<file path="src/rtl/lcd_timing_pkg.sv">
// Default 800x480 panel timing and a helper that sums one axis' segment lengths.
package lcd_timing_pkg;

  localparam int DEF_H_ACTIVE = 800;
  localparam int DEF_H_FP     = 40;
  localparam int DEF_H_SYNC   = 30;
  localparam int DEF_H_BP     = 186;

  localparam int DEF_V_ACTIVE = 480;
  localparam int DEF_V_FP     = 10;
  localparam int DEF_V_SYNC   = 3;
  localparam int DEF_V_BP     = 32;

  function automatic int axis_total(input int sync_w, input int bp, input int active, input int fp);
    return sync_w + bp + active + fp;
  endfunction

  localparam int DEF_H_TOTAL = axis_total(DEF_H_SYNC, DEF_H_BP, DEF_H_ACTIVE, DEF_H_FP);
  localparam int DEF_V_TOTAL = axis_total(DEF_V_SYNC, DEF_V_BP, DEF_V_ACTIVE, DEF_V_FP);

endpackage

</file>
<file path="src/rtl/lcd_axis_counter.sv">
// Wrapping 0..TOTAL-1 counter with enable; tc flags the last count of the period.
module lcd_axis_counter #(
  parameter int W     = 11,
  parameter int TOTAL = 1056
) (
  input  logic         clk,
  input  logic         srst,
  input  logic         en,
  output logic [W-1:0] cnt,
  output logic         tc
);

  localparam logic [W-1:0] LAST = W'(TOTAL - 1);

  logic [W-1:0] cnt_reg;

  always_ff @(posedge clk) begin
    if (srst) begin
      cnt_reg <= '0;
    end else if (en) begin
      cnt_reg <= (cnt_reg == LAST) ? '0 : cnt_reg + 1'b1;
    end
  end

  assign cnt = cnt_reg;
  assign tc  = (cnt_reg == LAST);

endmodule

</file>
<file path="src/rtl/lcd_timing_gen.sv">
// LCD sync/data-enable timing generator: free-running (hc,vc) raster with
// registered decodes of sync, active window, coordinates and start strobes.
module lcd_timing_gen
  import lcd_timing_pkg::*;
#(
  parameter int H_ACTIVE = DEF_H_ACTIVE,
  parameter int H_FP     = DEF_H_FP,
  parameter int H_SYNC   = DEF_H_SYNC,
  parameter int H_BP     = DEF_H_BP,
  parameter int V_ACTIVE = DEF_V_ACTIVE,
  parameter int V_FP     = DEF_V_FP,
  parameter int V_SYNC   = DEF_V_SYNC,
  parameter int V_BP     = DEF_V_BP,
  parameter bit HS_POL   = 1'b0,
  parameter bit VS_POL   = 1'b0,
  parameter int H_W      = 11,
  parameter int V_W      = 10,
  parameter int FRAME_W  = 8
) (
  input  logic               CLK,
  input  logic               RST,
  input  logic               EN,
  output logic               HD,
  output logic               VD,
  output logic               DEN,
  output logic [H_W-1:0]     X,
  output logic [V_W-1:0]     Y,
  output logic               LS,
  output logic               FS,
  output logic [FRAME_W-1:0] FCOUNT
);

  localparam int H_TOTAL = axis_total(H_SYNC, H_BP, H_ACTIVE, H_FP);
  localparam int V_TOTAL = axis_total(V_SYNC, V_BP, V_ACTIVE, V_FP);

  generate
    if (H_ACTIVE < 1 || H_FP < 1 || H_SYNC < 1 || H_BP < 1 ||
        V_ACTIVE < 1 || V_FP < 1 || V_SYNC < 1 || V_BP < 1 ||
        H_TOTAL >= (1 << H_W) || V_TOTAL >= (1 << V_W)) begin : g_bad_params
      $error("lcd_timing_gen: illegal timing parameters");
    end
  endgenerate

  localparam logic [H_W-1:0] H_SYNC_END  = H_W'(H_SYNC);
  localparam logic [H_W-1:0] H_ACT_START = H_W'(H_SYNC + H_BP);
  localparam logic [H_W-1:0] H_ACT_END   = H_W'(H_SYNC + H_BP + H_ACTIVE);
  localparam logic [V_W-1:0] V_SYNC_END  = V_W'(V_SYNC);
  localparam logic [V_W-1:0] V_ACT_START = V_W'(V_SYNC + V_BP);
  localparam logic [V_W-1:0] V_ACT_END   = V_W'(V_SYNC + V_BP + V_ACTIVE);

  logic [H_W-1:0] hc;
  logic [V_W-1:0] vc;
  logic           h_tc;
  logic           v_tc;

  lcd_axis_counter #(.W(H_W), .TOTAL(H_TOTAL)) u_hcnt (
    .clk  (CLK),
    .srst (RST),
    .en   (EN),
    .cnt  (hc),
    .tc   (h_tc)
  );

  lcd_axis_counter #(.W(V_W), .TOTAL(V_TOTAL)) u_vcnt (
    .clk  (CLK),
    .srst (RST),
    .en   (EN & h_tc),
    .cnt  (vc),
    .tc   (v_tc)
  );

  logic hd_next, vd_next, den_next, ls_next, fs_next;

  always_comb begin
    hd_next  = (hc < H_SYNC_END) ? HS_POL : ~HS_POL;
    vd_next  = (vc < V_SYNC_END) ? VS_POL : ~VS_POL;
    den_next = (hc >= H_ACT_START) && (hc < H_ACT_END) &&
               (vc >= V_ACT_START) && (vc < V_ACT_END);
    ls_next  = (hc == '0);
    fs_next  = ls_next && (vc == '0);
  end

  logic               hd_reg, vd_reg, den_reg, ls_reg, fs_reg;
  logic [H_W-1:0]     x_reg;
  logic [V_W-1:0]     y_reg;
  logic [FRAME_W-1:0] fcount_reg;
  // Set when a frame has wrapped, so only FS pulses that close a frame count it.
  logic               frame_done_reg;

  always_ff @(posedge CLK) begin
    if (RST) begin
      hd_reg         <= ~HS_POL;
      vd_reg         <= ~VS_POL;
      den_reg        <= 1'b0;
      ls_reg         <= 1'b0;
      fs_reg         <= 1'b0;
      x_reg          <= '0;
      y_reg          <= '0;
      fcount_reg     <= '0;
      frame_done_reg <= 1'b0;
    end else if (EN) begin
      hd_reg  <= hd_next;
      vd_reg  <= vd_next;
      den_reg <= den_next;
      ls_reg  <= ls_next;
      fs_reg  <= fs_next;
      if (den_next) begin
        x_reg <= hc - H_ACT_START;
        y_reg <= vc - V_ACT_START;
      end
      if (h_tc && v_tc) begin
        frame_done_reg <= 1'b1;
      end else if (fs_next) begin
        frame_done_reg <= 1'b0;
        if (frame_done_reg) fcount_reg <= fcount_reg + 1'b1;
      end
    end
  end

  assign HD     = hd_reg;
  assign VD     = vd_reg;
  assign DEN    = den_reg;
  assign LS     = ls_reg;
  assign FS     = fs_reg;
  assign X      = x_reg;
  assign Y      = y_reg;
  assign FCOUNT = fcount_reg;

endmodule

</file>
<file path="config.mk">
export PLATFORM = sky130hd
export DESIGN_NAME = lcd_timing_gen
export DESIGN_NICKNAME = d
export VERILOG_FILES = /design/src/rtl/lcd_timing_pkg.sv /design/src/rtl/lcd_axis_counter.sv /design/src/rtl/lcd_timing_gen.sv
export SDC_FILE = /design/constraint.sdc
export NUM_CORES = 1
export LEC_CHECK = 0
export CAP_MARGIN = 20
export CORE_ASPECT_RATIO = 1.2
export CORE_MARGIN = 1.5
export CORE_UTILIZATION = 55
export CTS_CLUSTER_DIAMETER = 80
export DETAILED_ROUTE_END_ITERATION = 6
export PLACE_DENSITY = 0.78
export RECOVER_POWER = 50
export SLEW_MARGIN = 20
export SYNTH_ARGS = -nofsm -noshare
export SYNTH_HDL_FRONTEND = slang
export SYNTH_HIERARCHICAL = 1
export SYNTH_SLANG_ARGS = --single-unit
export TNS_END_PERCENT = 5
</file>
<file path="constraint.sdc">
create_clock -name CLK -period 2.9 [get_ports CLK]
set_input_delay 0.58 -clock CLK [delete_from_list [all_inputs] [get_ports CLK]]
set_output_delay 0.58 -clock CLK [all_outputs]
set_load 0.02 [all_outputs]
</file>
* After elaboration in Yosys (flattened, before gate mapping)
Index checks and enable logic that the tools add are counted.
** Storage, ports and cells
- Logic and storage cells :: 43
- Register bits after elaboration :: 56
- Input port bits :: 3
- Output and inout bits :: 34
** Cells by class
- Reductions and logical operators :: 11
- Equal/unequal tests :: 2
- Multiplexer cells :: 6
- Add/sub/neg operators :: 5
- Order comparisons :: 6
- Bitwise gates (word level) :: 2
** Operator list (count)
- 11-bit by 1-bit adder with 11-bit output, second input constant :: 1
- 11-bit equality test, second input constant :: 1
- 11-bit by 8-bit greater-or-equal comparator with 1-bit output, second input constant :: 1
- 11-bit logical NOT :: 1
- 11-bit by 10-bit < comparator with 1-bit output, second input constant :: 1
- 11-bit by 5-bit < comparator with 1-bit output, second input constant :: 1
- 11-bit 2-to-1 mux :: 1
- 11-bit by 8-bit subtractor with 11-bit output, second input constant :: 1
- 10-bit by 1-bit adder with 10-bit output, second input constant :: 1
- 10-bit equality test, second input constant :: 1
- 10-bit by 6-bit greater-or-equal comparator with 1-bit output, second input constant :: 1
- 10-bit logical NOT :: 1
- 10-bit < comparator, second input constant :: 1
- 10-bit by 2-bit < comparator with 1-bit output, second input constant :: 1
- 10-bit 2-to-1 mux :: 1
- 10-bit by 6-bit subtractor with 10-bit output, second input constant :: 1
- 8-bit by 1-bit adder with 8-bit output, second input constant :: 1
- 1-bit logical AND :: 5
- 1-bit 2-to-1 mux :: 4
- 2-bit AND reduction :: 2
- 4-bit AND reduction :: 1
- 2-bit nonzero test :: 1
- 1-bit bitwise AND :: 1
- 1-bit inverter :: 1

* Logic depth before layout (Yosys ltp)
Gate-level depths: netlist (run 1).
- Depth in word-level cells :: 5
- Depth in mapped cells :: 9
- Depth with buffers taken out :: 9

* By module
The synthesis (run 1) kept the hierarchy.
** By module, submodules not included
- lcd_timing_gen :: seq. area each 700.7 sq um, cells an instance 189, area each 1784.2 sq um, instances 1
- lcd_axis_counter at u_hcnt :: seq. area each 220.2 sq um, cells an instance 58, area each 533.0 sq um, instances 1
- lcd_axis_counter at u_vcnt :: seq. area each 200.2 sq um, cells an instance 56, area each 509.2 sq um, instances 1

* Worst setup path after synthesis (run 1)
OpenSTA, ideal clock, no wires.
- Kind :: register to register
- From :: register u_hcnt.cnt_reg[6] (netlist: u_hcnt/cnt[6])
- To :: register u_vcnt.cnt_reg[8] (netlist: u_vcnt/cnt[8])
- Path buffers :: 1
- Arrival :: 2.356 ns
- Setup time :: 0.066 ns
- Clock period less this slack :: 2.422 ns
- Data required time :: 2.834 ns
- Stages on the path, launching flop included :: 8
- Setup slack :: 0.478 ns
- Cell sequence :: dfxtp_1 > or4_4 > nor4_1 > and2_1 > buf_4 > nand4_2 > or4_4 > a21oi_2
** On the way
- Cells in the longest elaborated chain, start to end :: 2
** RTL lines
- start: declaration :: line lcd_axis_counter.sv:15 : logic [W-1:0] cnt_reg;
- start signal: assignment :: line lcd_axis_counter.sv:21 : cnt_reg <= (cnt_reg == LAST) ? '0 : cnt_reg + 1'b1;
- 11-bit equality test :: line lcd_axis_counter.sv:26 : assign tc = (cnt_reg == LAST);
- via h_tc :: line lcd_timing_gen.sv:53 : logic h_tc;
- 1-bit bitwise AND :: line lcd_timing_gen.sv:67 : .en (EN & h_tc),
- end signal: assignment :: line lcd_axis_counter.sv:21
- end: declaration :: line lcd_axis_counter.sv:15
The timed path passes the listed nets, and every way through them passes these cells.
A chain may end at the register's enable or synchronous reset.

* Worst setup path after layout (run 1)
Same ends and word-level chain as after synthesis.

==> metrics.txt, run 1 <==
Seq/Total Area, Yosys about two fifths; Layout fillers roughly 420; Routed wire per std cell 15.0 um; status complete, no violations; final setup TNS 0 ps; Main synth FF type dfxtp_1; CTS clk-pin slew, worst paths approximately 100 ps; Ports 37; Final Hold Fails 0; Post-Syn Area between 0.002 and 0.003 sq mm; DRT Pass-1 Iters 4; chip height 81.5 um; Synth Instances a little over 300; post-route minimum period roughly 2500 ps; Rows 28; Layout area overhead 19.8%; Peak Freq around 400 MHz; gpl congestion between 0.8 and 0.9; Syn. warnings 6; share of cells above drive strength 1 between 10% and 20%; GRT Total Usage 23.5%; commonest non-fill, non-tap cell in the layout dfxtp_1; period utilization 86.8%; final setup violation count 0; CORE AREA 0.00494 sq mm; FF/Latch Area around 0.0011 sq mm; DRC Markers 0; routed vias approximately 2.4k; initial core utilization approximately 57%; hold crit path type flop to flop; nets@finish 354; CTS root buffer clkbuf_8; post-CTS sizing 0; Max Cap Viol 0; CTS Buffer Depth 2; area occupied by multi-input gates approximately 0.0016 sq mm; PortBufs 36; Slew Viols, Final 0; Synth Register Bits 56; Clock Sinks 56; Static Leak 1.27 nW; Final ANT Viol Nets 0; peak supply drop approximately 0.00029 V; HPWL after DPL about 4300 um; PwrDens 402 mW/mm^2; Via density approximately 6; Clock Skew approximately 9.4 ps; number of flops mapped to enable cells by yosys 0; Inserted Clock Buffers 5; Avg Inst Size Synth between 9 and 10 sq um; CTS tree yes; most frequent cells in the layout 56 x dfxtp_1, 45 x nor2_1, 32 x dlygate4sd3_1; headroom to the max-slew limit about two fifths; pin count of the biggest net entering global routing between 40 and 50; CP max FO 11; post-CTS setup buffer count 0; initial antenna violation count 0; post-synthesis cell type count between 50 and 60; n_diodes 0; crit start category flop; fin util between 60 and 70%; CP Data Arrival Time about 2800 ps; Critical Path RT between 3000 and 4000 ps; global-route wire length before repair 10,100 um; die area approximately 0.0056 sq mm; die width ~68 um; Critical Path End Type flop; vias in the first global route roughly 2.2k; drt total wl ~6100 um; GR Overflow Total 0; Syn Nets around 310; Worst Max-Slew Pin Slew between 900 and 1000 ps; 1st-iter DRT viols 132; CTS Hold Buffers Added 0; asr flop ratio synth 0%; worst skew pair latency 310 ps; crit path kind flop to flop; unrepaired setup endpoints after global routing no; htree depth 2
## kinds of logic after synthesis
group | share of synthesized area (%)
XOR/XNOR | 6.82
AO/OA/AOI/OAI | 15.3
multiplexers | 6.51
flip-flops | 39.7
AND/OR/NAND/NOR | 25.3
buffers and inverters | 3.36
adder cells (fa/ha/maj) | 3.10
## worst max-delay path: stages (launching register included)
cell and delay, ps:
dfxtp_1 430, or4_4 590, nor4_1 360, and2_1 260, nand4_2 160, or4_4 530, a21oi_2 130
## per-layer routing
layer  vias up  track usage [%]  part of all wire [%]
met5         -                0                     0
met4         0             7.40                   1.3
met3         8             5.07                   6.4
met2        75             39.7                    48
met1      1116             29.3                    44
li1       1177                -                     -
## final timing paths
| path | slack (ps) | to | startpoint | depth (start not counted) |
|---|---|---|---|---|
| setup / recovery | 380 | u_vcnt/cnt[8] | u_hcnt/cnt[6] | 6 |
| hold / removal | 460 | FS | FS | 2 |
| setup reg to reg | 380 | u_vcnt/cnt[8] | u_hcnt/cnt[6] | 6 |
| hold reg to reg | 460 | FS | FS | 2 |
## cell usage after synthesis, types with 4 or more instances
master,instances,share of area [%]
a211oi_2,8,3.5
buf_2,4,0.71
nand3_1,7,1.2
a21oi_1,18,3.2
ha_1,7,3.1
xor2_1,9,2.8
o31ai_1,7,1.9
xnor2_1,13,4.0
or3_1,4,0.89
nand4_1,10,2.2
o21ai_0,7,1.2
nand2_1,13,1.7
nor2_1,45,6.0
dfxtp_1,56,40
or4_1,7,1.9
nor2b_1,4,0.89
mux2i_1,15,5.3
clkbuf_1,4,0.53
inv_1,12,1.6
## layout make-up
type,instances,share of cell area (%)
timing repair buffer,44,12.7
inverter,12,1.33
multi-input combinational,225,47.4
sequential,56,33.1
clock inverter,3,1.26
clock buffer,5,2.03
tap,60,2.22
## power breakdown
part           leakage, nW  total [W]  switching, W  internal [W]
Clock               0.0541   0.000514      0.000258      0.000256
Combinational        0.761  0.0000637     0.0000393     0.0000243
Sequential           0.452   0.000785    0.00000861      0.000776
Total                 1.27    0.00136      0.000306       0.00106
## metrics by stage
step	instances	setup WS [ps]	power [W]	hold slack (ps)	cell area, sq um
floorplan	303	478	0.000844	481	2830
global placement	397	443	0.000868	452	3290
detailed placement	397	402	0.000870	451	3290
CTS	405	367	0.00138	469	3400
global route	405	156	0.00141	491	3390
finish	405	384	0.00136	461	3390
No activity file was read; power rests on OpenSTA's default activity.
==> run 2: changes to the inputs <==
- TNS_END_PERCENT: 5 -> default
==> results of run 2 <==
No change in the layout: final DEF, timing and power equal those of run 1.
